[config.mk]
export PLATFORM = sky130hd
export DESIGN_NAME = parity_frame_rx
export DESIGN_NICKNAME = d
export VERILOG_FILES = /design/src/rtl/parity_frame_rx.sv
export SDC_FILE = /design/constraint.sdc
export NUM_CORES = 1
export LEC_CHECK = 0
export CAP_MARGIN = 20
export CORE_MARGIN = 2
export CORE_UTILIZATION = 48
export CTS_CLUSTER_DIAMETER = 50
export DETAILED_ROUTE_END_ITERATION = 7
export MAX_ROUTING_LAYER = met4
export PLACE_DENSITY = 0.8
export SYNTH_ARGS = -nofsm -noshare
export SYNTH_HDL_FRONTEND = slang
export SYNTH_SLANG_ARGS = --single-unit
[constraint.sdc]
create_clock -name clk -period 4 [get_ports clk]
set_clock_uncertainty 0.15 [all_clocks]
set_input_delay 0.8 -clock clk [delete_from_list [all_inputs] [get_ports clk]]
set_output_delay 0.8 -clock clk [all_outputs]
set_load 0.005 [all_outputs]
[src/rtl/parity_frame_rx.sv]
// Serial start/data/parity/stop frame receiver with parity and framing checks.
// Bits are taken only on bit_en strobes; each completed frame yields a one-cycle valid pulse.
module parity_frame_rx #(
    parameter int DATA_W = 8,
    parameter bit ODD    = 1'b0
) (
    input  logic              clk,
    input  logic              rst_n,
    input  logic              rx,
    input  logic              bit_en,
    input  logic              clr_err,
    output logic [DATA_W-1:0] data_out,
    output logic              valid,
    output logic              parity_err,
    output logic              frame_err,
    output logic              busy,
    output logic [7:0]        err_cnt
);

    localparam int CNT_W = (DATA_W > 1) ? $clog2(DATA_W) : 1;

    typedef enum logic [1:0] {
        IDLE,
        DATA,
        PARITY,
        STOP
    } state_t;

    state_t            state;
    state_t            state_next;
    logic [CNT_W-1:0]  bit_cnt;
    logic [DATA_W-1:0] shift;
    logic              par_bit;
    logic              last_bit;
    logic              frame_done;
    logic              par_fail;

    assign last_bit   = (bit_cnt == CNT_W'(DATA_W - 1));
    assign frame_done = bit_en && (state == STOP);
    assign par_fail   = (^shift) ^ par_bit ^ ODD;
    assign busy       = (state != IDLE);

    always_ff @(posedge clk or negedge rst_n) begin
        if (!rst_n) begin
            state <= IDLE;
        end else begin
            state <= state_next;
        end
    end

    always_comb begin
        state_next = state;
        if (bit_en) begin
            case (state)
                IDLE:    if (!rx) state_next = DATA;
                DATA:    if (last_bit) state_next = PARITY;
                PARITY:  state_next = STOP;
                STOP:    state_next = IDLE;
                default: state_next = IDLE;
            endcase
        end
    end

    always_ff @(posedge clk or negedge rst_n) begin
        if (!rst_n) begin
            bit_cnt    <= '0;
            shift      <= '0;
            par_bit    <= 1'b0;
            data_out   <= '0;
            valid      <= 1'b0;
            parity_err <= 1'b0;
            frame_err  <= 1'b0;
        end else begin
            valid <= 1'b0;
            if (bit_en) begin
                case (state)
                    IDLE: begin
                        if (!rx) bit_cnt <= '0;
                    end
                    DATA: begin
                        shift[bit_cnt] <= rx;
                        bit_cnt        <= bit_cnt + 1'b1;
                    end
                    PARITY: begin
                        par_bit <= rx;
                    end
                    STOP: begin
                        data_out   <= shift;
                        parity_err <= par_fail;
                        frame_err  <= ~rx;
                        valid      <= 1'b1;
                    end
                    default: ;
                endcase
            end
        end
    end

    // Clear has priority over a same-cycle increment; the count sticks at 255.
    always_ff @(posedge clk or negedge rst_n) begin
        if (!rst_n) begin
            err_cnt <= '0;
        end else if (clr_err) begin
            err_cnt <= '0;
        end else if (frame_done && par_fail && (err_cnt != 8'hFF)) begin
            err_cnt <= err_cnt + 8'd1;
        end
    end

endmodule

== Yosys cells after proc, flatten, opt, wreduce, memory -nomap -nowiden ==
Index checks and enable logic that the tools add are counted.

* Flip-flop bits (word level): 33

* Equal/unequal tests: 7
* $add $sub $neg: 2
* Muxes and demuxes: 12
* $lt $le $gt $ge: 2
* Bitwise logic cells: 2
* Reduce and logical (&&, ||, !) cells: 14

{| class="wikitable"
|+ Operator list
! operator !! count
|-
| 8-bit 2-to-1 mux || 2
|-
| 8-bit by 1-bit adder with 8-bit output, second input constant || 1
|-
| 8-bit bitwise mux || 1
|-
| 8-bit inequality test, second input constant || 1
|-
| 2-bit case mux with 4 select lines || 1
|-
| 8-bit parity || 1
|-
| 3-bit case mux with 2 select lines || 1
|-
| 2-bit AND reduction || 3
|-
| 3-bit AND reduction || 2
|-
| 2-bit nonzero test || 3
|-
| 2-bit == test, second input constant || 2
|-
| 1-bit logical AND || 4
|-
| 3-bit by 4-bit < comparator with 1-bit output, second input constant || 1
|-
| 2-bit 2-to-1 mux || 2
|-
| 2-bit inequality test, second input constant || 2
|-
| 3-bit by 1-bit adder with 3-bit output, second input constant || 1
|-
| 1-bit demux with 3-bit select || 1
|-
| 3-bit == test, second input constant || 1
|-
| 3-bit by 1-bit >= comparator with 1-bit output, second input constant || 1
|-
| 1-bit 2-to-1 mux || 3
|-
| 3-bit 2-to-1 mux || 1
|-
| 2-bit by 1-bit == test with 1-bit output, second input constant || 1
|-
| 2-bit logical NOT || 1
|-
| 1-bit NOT || 1
|-
| 1-bit bitwise XOR || 1
|}

== Longest topological paths before layout ==
* Depth in word-level cells: 6
* Gate-level depth with buffers: 6
* Depth with buffers taken out: 6

== Worst setup path before layout ==
No wires, ideal clock.

* Kind: reg2reg
* From: register shift[2]
* To: register err_cnt[0]
* Clock period less this slack: 2.090 ns
* Slack: 1.910 ns
* Path buffers: 0
* Library setup time: 0.125 ns
* Cell stages (with the launch flop): 6
* Arrival: 1.815 ns
* Cell sequence: dfrtp_1 -> xor2_1 -> xnor3_2 -> xor2_2 -> nor3_1 -> mux2_2

* Longest elaborated chain between the ends: 5

{| class="wikitable"
|+ RTL lines
! element !! RTL line !! RTL
|-
| from (decl) || 32 || <nowiki>logic [DATA_W-1:0] shift;</nowiki>
|-
| from (signal, indexed assignment) || 81 || <nowiki>shift[bit_cnt] <= rx;</nowiki>
|-
| 8-bit parity || 40 || <nowiki>assign par_fail = (^shift) ^ par_bit ^ ODD;</nowiki>
|-
| 1-bit bitwise XOR || 40 ||
|-
| 1-bit logical AND (2 in series) || 105 || <nowiki>end else if (frame_done && par_fail && (err_cnt != 8'hFF)) begin</nowiki>
|-
| 2-bit nonzero test (no source line) || n/a ||
|-
| to (signal assigned) || 106 || <nowiki>err_cnt <= err_cnt + 8'd1;</nowiki>
|-
| to (decl) || 17 || <nowiki>output logic [7:0] err_cnt</nowiki>
|}

No other way between the ends.
A chain may end at the register's enable or synchronous reset.

== Worst setup path after layout ==
* From: register state[0]
* To: output busy

* Longest elaborated chain between the ends: 1

{| class="wikitable"
|+ RTL lines
! element !! RTL line !! RTL
|-
| from (decl) || 29 || <nowiki>state_t state;</nowiki>
|-
| from (signal assigned) || 47 || <nowiki>state <= state_next;</nowiki>
|-
| 2-bit nonzero test || 41 || <nowiki>assign busy = (state != IDLE);</nowiki>
|-
| to (decl) || 16 || <nowiki>output logic busy,</nowiki>
|}

No other way between the ends.

==> qor.yml <==
power_and_ir_drop:
  p_switching_w: 0.000517
  pwr-share-seq_pct: 37.8
  leakagePower_nw: 0.903
  power.total_w: 0.00140
  vdd_drop_max_mv: 0.388
  intPower_w: 0.000881
  power.density_nw_per_um2: 696
  p_comb_share_pct: 48.9
  clock_power_share_pct: 13.4
  swShare_pct: 37.0
finish:
  finalNetCount: 186
  diodes: 0
  layout-drive-gt1-share_pct: 19.1
  fillers: 288
  area_delta_synth_final_pct: 19.8
global_route:
  first_global_vias: 1155
  overflow: 0
  grt_max_degree: 34
  antenna_found_initial: 0
  grt.total_usage_pct: 16.9
  grt_pass1_wl_mm: 5.01
clock_tree:
  cts_resized: 0
  clock_latency_ps: 330
  cts.clk_slew.worst_paths_ps: 90
  numClockSinks: 33
  cts_inserted_buffers: 5
  h-tree-depth: 2
  cts_setup_buffers: 0
  cts_root_buf: "clkbuf_4"
  clockBufferDepth: 2
  cts_tree: "built"
  hold_buffers: 0
synth:
  synth_area_sq_um: 1680
  ys_seq_area_share_pct: 49.3
  yosys_warnings: 0
  synth_cell_types: 34
  ys_seq_elements: 33
  synth_cells: 144
  syn-num-nets: 157
  yosys.area.top_type: "dfrtp_1"
  synth.area.top_cells: "dfrtp_1 49%, mux2_2 15%, ha_1 6.0%, nor2_1 2.7%, xnor2_1 2.6%"
  syn_avg_cell_area_sq_um: 11.6
  synth_top_area_share_pct: 49.3
route:
  dr.pass1.iters: 4
  antenna_left: 0
  wl_mm: 2.99
  drtIter0Drc: 80
  via_per_inst: 5.47
  post_drt_wl_per_cell_um: 13.6
  num_vias: 1197
  post-route-drc-count: 0
floorplanning:
  start_util_pct: 50.2
  rows: 21
  core_sq_um: 3340
  io_pins: 25
  die_y_um: 63.1
  die_area_sq_um: 3980
  die_w_um: 63.1
worst_setup_path:
  crit_path_end: "busy"
  path_class: "flop to output port"
  reg2reg_to: "err_cnt[0]"
  cp.arrival_ps: 1610
  r2r_start: "shift[6]"
  startpoint_type: "flop"
  crit_start: "state[0]"
  end_kind: "output port"
  crit_required_ps: 3050
  r2r_slack_ps: 1790
  r2r_cells: 5
  critPathMaxFanout: 4
timing:
  grt_setup_unrepaired: "no"
  period_minus_slack_ps: 2560
  drv_slew: 0
  setup_viol: 0
  slew_headroom_pct: 72.2
  period_share_pct: 63.9
  timing.fmax_ghz: 0.391
  whs_ps: 340
  setup_tns_ps: 0
  hold_viol: 0
  worst_pin_slew_ps: 415
place:
  gp_congestion: 0.956
  dp_hpwl_mm: 2.17
  port_buffers: 24
hold_path:
  hold_class: "flop to flop"
flow_run:
  max_cap_violations: 0
run_status:
  status: "finished clean"
-- cell usage after synthesis --
cell type and instances:
a21oi_1 3, clkbuf_1 1, a21boi_0 1, and2_1 1, a22o_1 2, xnor2_1 5, nand3_1 4, nand2_1 6
nand4_1 3, and3_1 2, dfrtp_1 33, nor3_1 5, a21o_1 1, o31ai_1 1, clkbuf_8 1, mux2i_1 1
nand2b_1 2, and4b_1 1, ha_1 8, a311oi_1 3, nor2_1 12, xnor3_2 1, inv_1 7, xor2_1 1
o21ai_0 4, nand2_2 1, xor2_2 1, nor4_1 1, mux2_2 22, buf_6 1, or2_2 1, a31oi_1 3
or4_1 1, nor2b_1 4
-- power groups by stage --
stage                     Clock [W]  Sequential [W]  Combinational (W)
after floorplan                   0        0.000521           0.000482
after global placement            0        0.000528           0.000657
after detailed placement          0        0.000538           0.000685
after CTS                  0.000192        0.000530           0.000687
after global routing       0.000207        0.000544           0.000744
final                      0.000187        0.000528           0.000683
-- critical path, cell delays in order, from the launching register on --
cell             delay [ps]
dfrtp_1                 380
inv_1                   100
ha_1                    250
inv_1                    60
clkdlybuf4s50_1         490
-- state kept, by name, summed over array words and instances, names as in the netlist --
name        count
valid           1
err_cnt         8
parity_err      1
data_out        8
frame_err       1
shift           8
par_bit         1
state           2
bit_cnt         3
-- how the worst min path moves through the flow --
| stage | cells after the start | startpoint | slack, ps | to |
|---|---|---|---|---|
| finish | 1 | parity_err | 340 | parity_err |
| global route | 1 | parity_err | 360 | parity_err |
| CTS | 1 | parity_err | 340 | parity_err |
| detailed placement | 1 | parity_err | 320 | parity_err |
| global placement | 1 | parity_err | 320 | parity_err |
| floorplan | 2 | frame_err | 320 | frame_err |
-- placed cells by master (no fill, tap or decap), drive strengths merged, types with 2 or more instances in the layout --
master / n
and3: 2
mux2: 22
xor2: 2
a311oi: 3
nand2: 7
clkbuf: 7
xnor2: 5
nor3: 5
a22o: 2
nand4: 3
nand3: 4
nor2b: 4
o21ai: 4
nand2b: 2
nor2: 12
clkdlybuf4s50: 24
dfrtp: 33
a21oi: 3
ha: 8
a31oi: 3
inv: 7
-- logic make-up after synthesis --
group,Yosys count,synth area share (%)
simple gates,44,13.4
flops,33,49.3
mux,23,15.4
compound gates,18,7.17
buf+inv,10,3.29
xor+xnor,8,5.53
fa+ha+maj,8,5.97
-- layer usage --
layer	vias to the layer above	part of all wire [%]	track usage [%]
met2	45	51	28.5
met1	580	42	17.9
met5	-	0	-
li1	567	-	-
met3	5	5.7	5.54
met4	0	1.8	7.78
-- final cells by class --
type / count / area [sq um] / area share [%]
flip-flops and latches: 33 / 826 / 41.1
multi-input cells: 101 / 795 / 39.6
repair buffers: 25 / 248 / 12.3
well taps: 46 / 57.6 / 2.87
clock buffers: 7 / 55.1 / 2.74
inverters: 7 / 26.3 / 1.31
-- through the flow --
step,setup slack (ps),utilization [%],cell area (sq um),cells
4_1_cts,1410,60.1,2010,219
3_3_place_gp,1380,58.5,1950,212
2_1_floorplan,1910,-,1680,144
3_5_place_dp,1340,58.5,1950,212
5_1_grt,1350,60.1,2010,219
6_report,1440,60.1,2010,219
Note: power is estimated with default switching activity, not from simulation.
==> variant: new RTL, config.mk and constraints unchanged <==
Encoding of `state_t`: now one-hot (4 bits for 4 states).
--- a/src/rtl/parity_frame_rx.sv
+++ b/src/rtl/parity_frame_rx.sv
@@ -19,11 +19,11 @@
 
     localparam int CNT_W = (DATA_W > 1) ? $clog2(DATA_W) : 1;
 
-    typedef enum logic [1:0] {
-        IDLE,
-        DATA,
-        PARITY,
-        STOP
+    typedef enum logic [3:0] {
+        IDLE   = 4'b0001,
+        DATA   = 4'b0010,
+        PARITY = 4'b0100,
+        STOP   = 4'b1000
     } state_t;
 
     state_t            state;
Behaviour: no difference found for any inputs over 10 cycles, from zero or initial values and one cycle with rst_n low; not proved beyond that.
==> variant against the original RTL <==
Setup slack got worse by 0.40 ns; wire length increased by 7.2%; critical path type unchanged; area after synthesis up 3.7%; count of clock-buffer cells in the layout up 1; cell area grew 3.2%; sequential cell count is 2 higher; cell count unchanged; synthesized cell count increased by 0.69%.
Power is not compared: it rests on default switching activity, and its combinational part moved more than twofold at a synthesized area within 25%.
==> variant: results (changes against the original RTL) <==
Outcome: completed
Top delay family on crit path: flip-flops
Via count of the routed design: 1190 (-0.58%)
Slowest CP cell: dfstp_2
Syn_nets: 153 (-2.5%)
Worst r2r src: state[3]$_DFFE_PN0P_
DR iter-0 viols: 25 (-69%)
FF-to-FF path depth: 5 (unchanged)
Crit. Startpoint: state[0]$_DFFE_PN1P_
GRT Util Overall: 0.186 (+0.0170)
Synth area leaders: dfrtp_1 49%, mux2_2 12%, ha_1 2.2%, nand2_1 2.2%, a21oi_1 2.0%
Post-synthesis mux area share: 0.157 (+0.00321)
Clock Latency Late Sink: 0.34 ns
CP arrival: 2.01 ns (+0.40 ns)
Relative slew slack: 0.606 (-0.116)
First-pass GRT wire length: 5.66 mm (+13%)
Reg-to-reg slack, setup: 1.69 ns (-0.10 ns)
Fraction of registers with async set/reset: 1.00 (unchanged)
Synth cell types: 38 (+12%)
DP HPWL: 2.29 mm (+5.2%)
Count leader, synth: dfrtp_1
Worst-path fanout max: 6 (+2)
Sequential area share after synthesis: 0.505 (+0.0121)
Post-Synth XOR/XNOR Area: 0.0656 (+0.0103)
CTS resizes: 0 (unchanged)
Leading registers by flop count: data_out x8, err_cnt x8, shift x8
Fillers: 287 (-0.35%)
Largest net degree at the start of global routing: 36 (+5.9%)
Initial antenna violation count: 0 (unchanged)
CTS clk-pin slew, worst paths: 0.09 ns (about the same)
Cell Area, Placed: 2020 um2 (+3.7%)
Clk buf depth: 2 (unchanged)
P_sw: 0.307 mW
Total Nets Final: 180 (-3.2%)
Fraction of the mapped netlist area in adder cells: 0.0216 (-0.0381)
YS warnings: 0 (unchanged)
Crit Reg-Reg Endpoint: shift[5]$_DFFE_PN0P_
Synth Area in Compound Gates: 0.0807 (+0.00900)
Peak supply drop: 0.000381 V
Detailed Routing Iterations Pass 1: 4 (unchanged)
Max stage delay on crit path: 0.59 ns (+0.10 ns)
Antenna diode count: 0 (unchanged)
HP Class: reg -> reg
Post-CTS setup buffer count: 0 (unchanged)
Post-synth EDFFs: 0 (unchanged)
Routed length per instance: 14.6 um (+7.2%)
GPL Wtd Cong: 0.822 (-14%)
Synth cell count leaders: 34 x dfrtp_1, 19 x mux2_2, 10 x nand2_1, 8 x nor2_1, 7 x a21oi_1
Hold Crit Start: parity_err$_DFFE_PN0P_
Layout cells sized above 1: 0.191 (unchanged)
Worst setup path end: busy
Root buffer selected by CTS: clkbuf_4
## variant: cell count changes after synthesis, sizes merged, moves of 3 or more
cell	change
ha	-5
a21oi	+4
nand3b	+4
nor2	-4
a31oi	-3
inv	-3
nand2	+3
## variant: per-stage QoR
| stage | setup WS [ns] | instances | total power, mW | util | hold slack, ns |
|---|---|---|---|---|---|
| after floorplan | 1.71 | 145 | 0.692 | - | 0.320 |
| after global placement | 1.03 | 211 | 0.779 | 0.592 | 0.311 |
| after detailed placement | 0.886 | 211 | 0.796 | 0.592 | 0.316 |
| after CTS | 1.03 | 219 | 0.978 | 0.607 | 0.339 |
| after global routing | 0.961 | 219 | 1.03 | 0.607 | 0.357 |
| final | 1.04 | 219 | 0.970 | 0.607 | 0.330 |
## variant: worst min path at each step
stage                                   to  slack [ns]  cells past startpoint
floorplan           parity_err$_DFFE_PN0P_        0.32                      2
global placement    parity_err$_DFFE_PN0P_        0.31                      2
detailed placement  parity_err$_DFFE_PN0P_        0.32                      2
CTS                 parity_err$_DFFE_PN0P_        0.34                      2
global route        parity_err$_DFFE_PN0P_        0.36                      2
finish              parity_err$_DFFE_PN0P_        0.33                      2
## variant: final cells by class
| type | instances | area [um2] | share of cell area |
|---|---|---|---|
| inverter | 4 | 15.0 | 0.00725 |
| multi-input combinational | 101 | 826 | 0.399 |
| clock buffer | 8 | 48.8 | 0.0236 |
| sequential | 35 | 877 | 0.423 |
| tap | 46 | 57.6 | 0.0278 |
| timing repair buffer | 25 | 248 | 0.120 |
## variant: per-layer routing
| layer | global-route usage | up-vias | wire [um] |
|---|---|---|---|
| li1 | - | 574 | - |
| met1 | 0.225 | 579 | 1440 |
| met2 | 0.296 | 31 | 1580 |
| met3 | 0.0475 | 6 | 120 |
| met4 | 0.0798 | 0 | 65 |
| met5 | - | - | 0 |
